$ cat config.mk
export PLATFORM = sky130hd
export DESIGN_NAME = gps_acq_sched
export DESIGN_NICKNAME = d
export VERILOG_FILES = /design/src/rtl/gps_acq_sched.sv
export SDC_FILE = /design/constraint.sdc
export NUM_CORES = 2
export LEC_CHECK = 0
export BUFFER_PORTS_ARGS = -buffer_cell sky130_fd_sc_hd__buf_4
export CELL_PAD_IN_SITES_DETAIL_PLACEMENT = 0
export CELL_PAD_IN_SITES_GLOBAL_PLACEMENT = 1
export CORE_ASPECT_RATIO = 1.25
export CORE_UTILIZATION = 45
export CTS_CLUSTER_DIAMETER = 80
export DETAILED_ROUTE_END_ITERATION = 6
export PLACE_DENSITY_LB_ADDON = 0.1
export SYNTH_ARGS = -nofsm -noshare
export SYNTH_HDL_FRONTEND = slang
export SYNTH_SLANG_ARGS = --single-unit
$ cat constraint.sdc
create_clock -name clk -period 18.1 [get_ports clk]
set_input_delay 0.905 -clock clk [delete_from_list [all_inputs] [get_ports clk]]
set_output_delay 0.905 -clock clk [all_outputs]
set_load 0.03 [all_outputs]
$ cat src/rtl/gps_acq_sched.sv
// rtl/gps_acq_sched.sv - GPS acquisition scheduler: per-satellite peak table, threshold scan, result handshake
module gps_acq_sched #(
  parameter logic [11:0] THRESH         = 12'd2200,
  parameter logic [31:0] TIMEOUT_CYCLES = 32'd50_000_000
) (
  input  logic        clk,
  input  logic        rst,
  input  logic        req,
  output logic        busy,
  output logic        ack_start,
  input  logic        corr_complete,
  input  logic [9:0]  code_phase,
  input  logic [15:0] doppler_omega,
  input  logic [47:0] sat_in,
  input  logic [95:0] integ_in,
  input  logic        search_complete,
  output logic        res_valid,
  input  logic        res_ready,
  output logic [5:0]  res_sat,
  output logic [9:0]  res_code_phase,
  output logic [15:0] res_doppler,
  output logic [11:0] res_peak,
  output logic        done,
  output logic        timeout
);

  typedef enum logic [2:0] {
    S_IDLE, S_START, S_RUN, S_UPDATE, S_SCAN, S_OUT, S_DONE
  } state_t;

  state_t state, state_nx;

  logic [11:0] tab_peak [0:31];
  logic [9:0]  tab_cp   [0:31];
  logic [15:0] tab_dop  [0:31];

  logic [5:0]  snap_sat   [0:7];
  logic [11:0] snap_integ [0:7];
  logic [9:0]  snap_cp;
  logic [15:0] snap_dop;

  logic        corr_q, search_q;
  logic        corr_rise, search_rise;
  logic [2:0]  lane;
  logic [5:0]  idx;
  logic        pending;
  logic [31:0] wd;

  logic [5:0]  lane_sat;
  logic [11:0] lane_integ;
  logic [4:0]  lane_tab;
  logic        lane_ok;
  logic [4:0]  scan_tab;
  logic        scan_hit;
  logic [32:0] wd_inc;
  logic        wd_hit;
  logic        ack_start_d, busy_d, done_d;

  assign corr_rise   = corr_complete & ~corr_q;
  assign search_rise = search_complete & ~search_q;

  // Satellite n lives in table slot n-1; sat 32 wraps to slot 31 via 5-bit subtraction.
  assign lane_sat   = snap_sat[lane];
  assign lane_integ = snap_integ[lane];
  assign lane_tab   = lane_sat[4:0] - 5'd1;
  assign lane_ok    = (lane_sat != 6'd0) && (lane_sat <= 6'd32);
  assign scan_tab   = idx[4:0] - 5'd1;
  assign scan_hit   = (tab_peak[scan_tab] >= THRESH);

  // wd holds the number of cycles elapsed since START (0 during START itself).
  assign wd_inc = {1'b0, wd} + 33'd1;
  assign wd_hit = ((state == S_RUN) || (state == S_UPDATE)) &&
                  (wd_inc >= {1'b0, TIMEOUT_CYCLES});

  always_ff @(posedge clk) begin
    if (rst) state <= S_IDLE;
    else     state <= state_nx;
  end

  always_comb begin
    state_nx = state;
    case (state)
      S_IDLE:   if (req) state_nx = S_START;
      S_START:  state_nx = S_RUN;
      S_RUN: begin
        if (wd_hit)                       state_nx = S_SCAN;
        else if (corr_rise)               state_nx = S_UPDATE;
        else if (search_rise || pending)  state_nx = S_SCAN;
      end
      S_UPDATE: begin
        if (lane == 3'd7)
          state_nx = (pending || search_rise || timeout || wd_hit) ? S_SCAN : S_RUN;
      end
      S_SCAN: begin
        if (scan_hit)            state_nx = S_OUT;
        else if (idx == 6'd32)   state_nx = S_DONE;
      end
      S_OUT: begin
        if (res_valid && res_ready)
          state_nx = (idx == 6'd33) ? S_DONE : S_SCAN;
      end
      S_DONE:   state_nx = S_IDLE;
      default:  state_nx = S_IDLE;
    endcase
  end

  always_comb begin
    ack_start_d = (state_nx == S_START);
    busy_d      = (state_nx != S_IDLE);
    done_d      = (state_nx == S_DONE);
  end

  always_ff @(posedge clk) begin
    if (rst) begin
      ack_start      <= 1'b0;
      busy           <= 1'b0;
      done           <= 1'b0;
      timeout        <= 1'b0;
      res_valid      <= 1'b0;
      res_sat        <= 6'd0;
      res_code_phase <= 10'd0;
      res_doppler    <= 16'd0;
      res_peak       <= 12'd0;
      corr_q         <= 1'b0;
      search_q       <= 1'b0;
      lane           <= 3'd0;
      idx            <= 6'd0;
      pending        <= 1'b0;
      wd             <= 32'd0;
      snap_cp        <= 10'd0;
      snap_dop       <= 16'd0;
      for (int i = 0; i < 32; i++) begin
        tab_peak[i] <= 12'd0;
        tab_cp[i]   <= 10'd0;
        tab_dop[i]  <= 16'd0;
      end
      for (int k = 0; k < 8; k++) begin
        snap_sat[k]   <= 6'd0;
        snap_integ[k] <= 12'd0;
      end
    end else begin
      corr_q    <= corr_complete;
      search_q  <= search_complete;
      ack_start <= ack_start_d;
      busy      <= busy_d;
      done      <= done_d;

      if (((state == S_RUN) || (state == S_UPDATE)) && (state_nx == S_SCAN))
        idx <= 6'd1;

      case (state)
        S_IDLE: begin
          if (req) begin
            timeout <= 1'b0;
            pending <= 1'b0;
            wd      <= 32'd0;
            for (int i = 0; i < 32; i++) begin
              tab_peak[i] <= 12'd0;
              tab_cp[i]   <= 10'd0;
              tab_dop[i]  <= 16'd0;
            end
          end
        end
        S_START: wd <= wd + 32'd1;
        S_RUN: begin
          wd <= wd + 32'd1;
          if (wd_hit) begin
            timeout <= 1'b1;
          end else if (corr_rise) begin
            snap_cp  <= code_phase;
            snap_dop <= doppler_omega;
            for (int k = 0; k < 8; k++) begin
              snap_sat[k]   <= sat_in[k*6 +: 6];
              snap_integ[k] <= integ_in[k*12 +: 12];
            end
            lane <= 3'd0;
            if (search_rise) pending <= 1'b1;
          end
        end
        S_UPDATE: begin
          wd   <= wd + 32'd1;
          lane <= lane + 3'd1;
          if (wd_hit)      timeout <= 1'b1;
          if (search_rise) pending <= 1'b1;
          // Strict compare: on a tie the earlier peak is kept.
          if (lane_ok && (lane_integ > tab_peak[lane_tab])) begin
            tab_peak[lane_tab] <= lane_integ;
            tab_cp[lane_tab]   <= snap_cp;
            tab_dop[lane_tab]  <= snap_dop;
          end
        end
        S_SCAN: begin
          idx <= idx + 6'd1;
          if (scan_hit) begin
            res_valid      <= 1'b1;
            res_sat        <= idx;
            res_code_phase <= tab_cp[scan_tab];
            res_doppler    <= tab_dop[scan_tab];
            res_peak       <= tab_peak[scan_tab];
          end
        end
        S_OUT: begin
          if (res_valid && res_ready) begin
            res_valid      <= 1'b0;
            res_sat        <= 6'd0;
            res_code_phase <= 10'd0;
            res_doppler    <= 16'd0;
            res_peak       <= 12'd0;
          end
        end
        default: ;
      endcase
    end
  end

endmodule

==> results.py <==
metrics = {
    "routing": {
        "vias_per_cell": 6.07,
        "drt_iter0_drc": 5327,
        "dr.pass1.iters": 7,
        "drc": 8,
        "wire_per_inst_um": 31.1,
        "wl_mm": 229,
        "vias": 44637,
        "drtAntennaViolNets": 0,
    },
    "logic_synthesis": {
        "synth_top_area_share_pct": 57.7,
        "synthArstFlopShare_pct": 0,
        "synth_fa_ha_area_share_pct": 0.425,
        "synth_fp_nets": 5372,
        "ys_seq_area_share_pct": 61.3,
        "synth_cell_type_count": 82,
        "synth_edf_count": 1360,
        "muxShareOfSynthArea_pct": 14.6,
        "synth_ff_type": "edfxtp_1",
        "synth_warnings": 0,
        "synth-xor-area-share_pct": 0.258,
        "synth_top_family_by_area": "simple AND/OR/NAND/NOR gates",
        "netlist_instances": 5172,
        "yosys.area_share.simple_pct": 16.9,
        "synth_compound_area_share_pct": 3.44,
        "synth_area_leaders": "edfxtp_1, mux4_2, and2_1, and3_1, dfxtp_1",
        "avgSynthCellArea_um2": 13.7,
        "ys_seq_elements": 1485,
        "synth_top_area_cell": "edfxtp_1",
        "synth_area_um2": 70700,
    },
    "worst_setup_path": {
        "r2r_end": "tab_dop[9][2]",
        "reg2reg_slack_ns": 7.19,
        "required_ns": 18.54,
        "end_kind": "register",
        "reg2reg_depth": 23,
        "arrival_ns": 11.35,
        "startpoint_type": "register",
        "crit_type": "reg2reg",
        "cp_max_fo": 69,
    },
    "floorplanning": {
        "die_w_um": 357,
        "die_h_um": 445,
        "core_area_um2": 156000,
        "rows": 162,
        "die_area_um2": 159000,
        "start_util_pct": 45.3,
        "pin_count": 225,
    },
    "hold_path": {
        "min_to": "snap_cp[2]",
        "min_from": "code_phase[2]",
        "hp-class": "in2reg",
        "hold_depth": 3,
    },
    "timing": {
        "fin_worst_skew_ns": 0.0400,
        "rsz0062_at_grt": "false",
        "fmax_mhz": 91.7,
        "final_max_slew_viol_count": 0,
        "tns_ns": 0,
        "period_minus_slack_ns": 10.91,
        "finalHoldViolations": 0,
        "slew_headroom_pct": 6.47,
        "setup_violations": 0,
        "timing.final.crit_share_pct": 60.3,
        "worstMarginPinSlew_ns": 1.37,
    },
    "finish": {
        "syn_to_final_growth_pct": 12.4,
        "final_nets": 5366,
        "final_util_pct": 51.0,
        "multi_input_area_um2": 25600,
        "regArea_um2": 43400,
        "drive_gt1_share_pct": 23.1,
        "nFillCells": 13327,
    },
    "placed_design": {
        "place.gp.congestion": 0.955,
        "port_buffers": 224,
        "dp_hpwl_mm": 145,
    },
    "clock_network": {
        "cts.clk_slew.worst_paths_ns": 0.06,
        "cts_tree": "yes",
        "clockBufferDepth": 3,
        "hold_buffers": 0,
        "clockRootBuffer": "clkbuf_16",
        "cts_repair_resize_count": 0,
        "cts.sinks": 1485,
        "htreeDepth": 4,
        "cts_setup_buffers": 0,
        "numCtsBuffers": 156,
        "clk_latency_ns": 0.84,
    },
    "grt": {
        "grt_start_max_net_pins": 120,
        "grtUsageTotal_pct": 28.8,
        "grt_pass1_wl_mm": 325,
        "grt_pass1_vias": 43998,
        "gr-total-overflow": 0,
        "antenna_found_initial": 17,
    },
    "power": {
        "power_density_nw_per_um2": 105,
        "p_leak_nw": 29.8,
        "vdd_drop_max_mv": 0.103,
    },
    "run": {
        "drv_cap": 0,
    },
    "run_status": {
        "status": "finished with violations",
        "violations": "DRC",
    },
}
==> per-stage QoR <==
step                total power [mW]  setup WS [ns]  instances  hold WS [ns]  instance area, µm²
floorplan                       4.70          10.69       5172         0.456               70700
global placement                5.15           7.49       7058         0.443               74300
finish                          8.37           7.19       7349         0.300               79500
CTS                             8.42           7.17       7346         0.238               79500
global route                    8.60           6.57       7347         0.277               79500
detailed placement              5.16           7.18       7058         0.451               74300
==> power breakdown <==
group / total [mW] / internal (mW) / leakage (nW) / switching [mW]
sequential: 4.12 / 4.00 / 15.7 / 0.114
combinational: 0.974 / 0.325 / 11.5 / 0.648
clock: 3.28 / 1.86 / 2.53 / 1.42
==> critical path, cell delays in order, from the launching register on <==
cell	delay [ns]
dfxtp_2	0.56
buf_4	0.55
mux4_2	0.61
mux2i_4	0.73
inv_4	0.58
buf_4	0.52
nor2_1	0.24
mux2_2	0.35
a22oi_1	0.16
buf_4	0.28
o22ai_1	0.14
or4_1	0.48
a21oi_1	0.14
a31oi_1	0.07
ha_1	0.35
nand4_1	0.09
nor2_1	0.08
a2111oi_0	0.84
nand2_1	0.69
nor2_4	0.24
buf_4	0.45
buf_4	0.72
nand2_1	0.48
nand2_2	0.91
==> kinds of logic (layout without fill, tap and decap cells) <==
| family | count (synthesis) | count (layout) |
|---|---|---|
| AO/OA/AOI/OAI | 364 | 364 |
| XOR/XNOR | 20 | 20 |
| adder cells (fa/ha/maj) | 24 | 24 |
| buffers and inverters | 537 | 661 |
| flip-flops | 1485 | 1485 |
| multiplexers | 502 | 502 |
| other | 0 | 3 |
| AND/OR/NAND/NOR | 2240 | 2240 |
==> cell usage after synthesis (13+ instances only) <==
cell type  instances
clkbuf_1         381
nand4_1           15
ha_1              24
inv_1             20
o21ai_0           44
mux4_2           417
nor2_2            57
nand2_1          382
edfxtp_1        1360
and2_1           543
a31oi_1           45
nor2_1           464
or3_1             14
xnor2_1           14
mux2_2            13
buf_1             19
nor2b_1           45
a311oi_1          41
buf_2             93
buf_4             17
nand3_1          121
a21oi_1          104
or2_2             41
dfxtp_1          125
o22ai_1           26
and3_1           461
mux2i_1           68
nor3_1            23
==> worst max path at each step <==
stage,end,depth (start not counted),slack [ns]
2_1_floorplan,tab_cp[24][0],24,10.69
3_3_place_gp,tab_dop[9][2],23,7.49
3_5_place_dp,tab_dop[9][2],23,7.18
4_1_cts,tab_dop[9][2],23,7.17
5_1_grt,tab_dop[9][2],23,6.57
6_report,tab_dop[9][2],23,7.19
==> layout by cell type (no fill, tap or decap), types with 26 or more instances in the layout <==
master / synthesis / routed
o21ai_0: 44 / 44
nand3_1: 121 / 121
or2_2: 41 / 41
nor2_1: 464 / 460
clkbuf_1: 381 / 31
buf_4: 17 / 349
nor2b_1: 45 / 45
nand2_2: 3 / 32
nand2_1: 382 / 349
mux4_2: 417 / 417
nor2_2: 57 / 54
and3_1: 461 / 461
dfxtp_1: 125 / 119
mux2i_1: 68 / 55
and2_1: 543 / 542
clkbuf_16: 0 / 158
o22ai_1: 26 / 26
a311oi_1: 41 / 36
edfxtp_1: 1360 / 1360
a31oi_1: 45 / 45
clkinv_2: 0 / 30
a21oi_1: 104 / 103
clkinv_1: 0 / 26
==> per-layer routing <==
layer | vias to the layer above | global-route usage (%) | part of all wire, %
met4 | 4 | 9.10 | 3.3
met1 | 23301 | 39.0 | 41
met5 | - | 0 | 0.0083
met3 | 333 | 5.10 | 6.7
met2 | 1669 | 47.1 | 49
li1 | 19330 | - | -
==> flip-flops by register name (all words and copies together) (netlist names), 3 cells and up, named ones only <==
| name | cells |
|---|---|
| tab_peak | 384 |
| snap_cp | 10 |
| res_code_phase | 10 |
| wd | 32 |
| idx | 6 |
| tab_dop | 512 |
| lane | 3 |
| tab_cp | 320 |
| snap_integ | 96 |
| res_peak | 12 |
| state | 3 |
| res_sat | 6 |
| snap_sat | 48 |
| snap_dop | 16 |
| res_doppler | 16 |
==> layout make-up <==
class	count	share of cell area, %
timing repair buffer	352	3.36
multi-input combinational	3150	32.2
sequential	1485	54.5
clock buffer	197	5.24
tap	2050	3.23
antenna	3	0.00944
inverter	21	0.102
clock inverter	91	1.31
(Power assumes the default switching activity.)
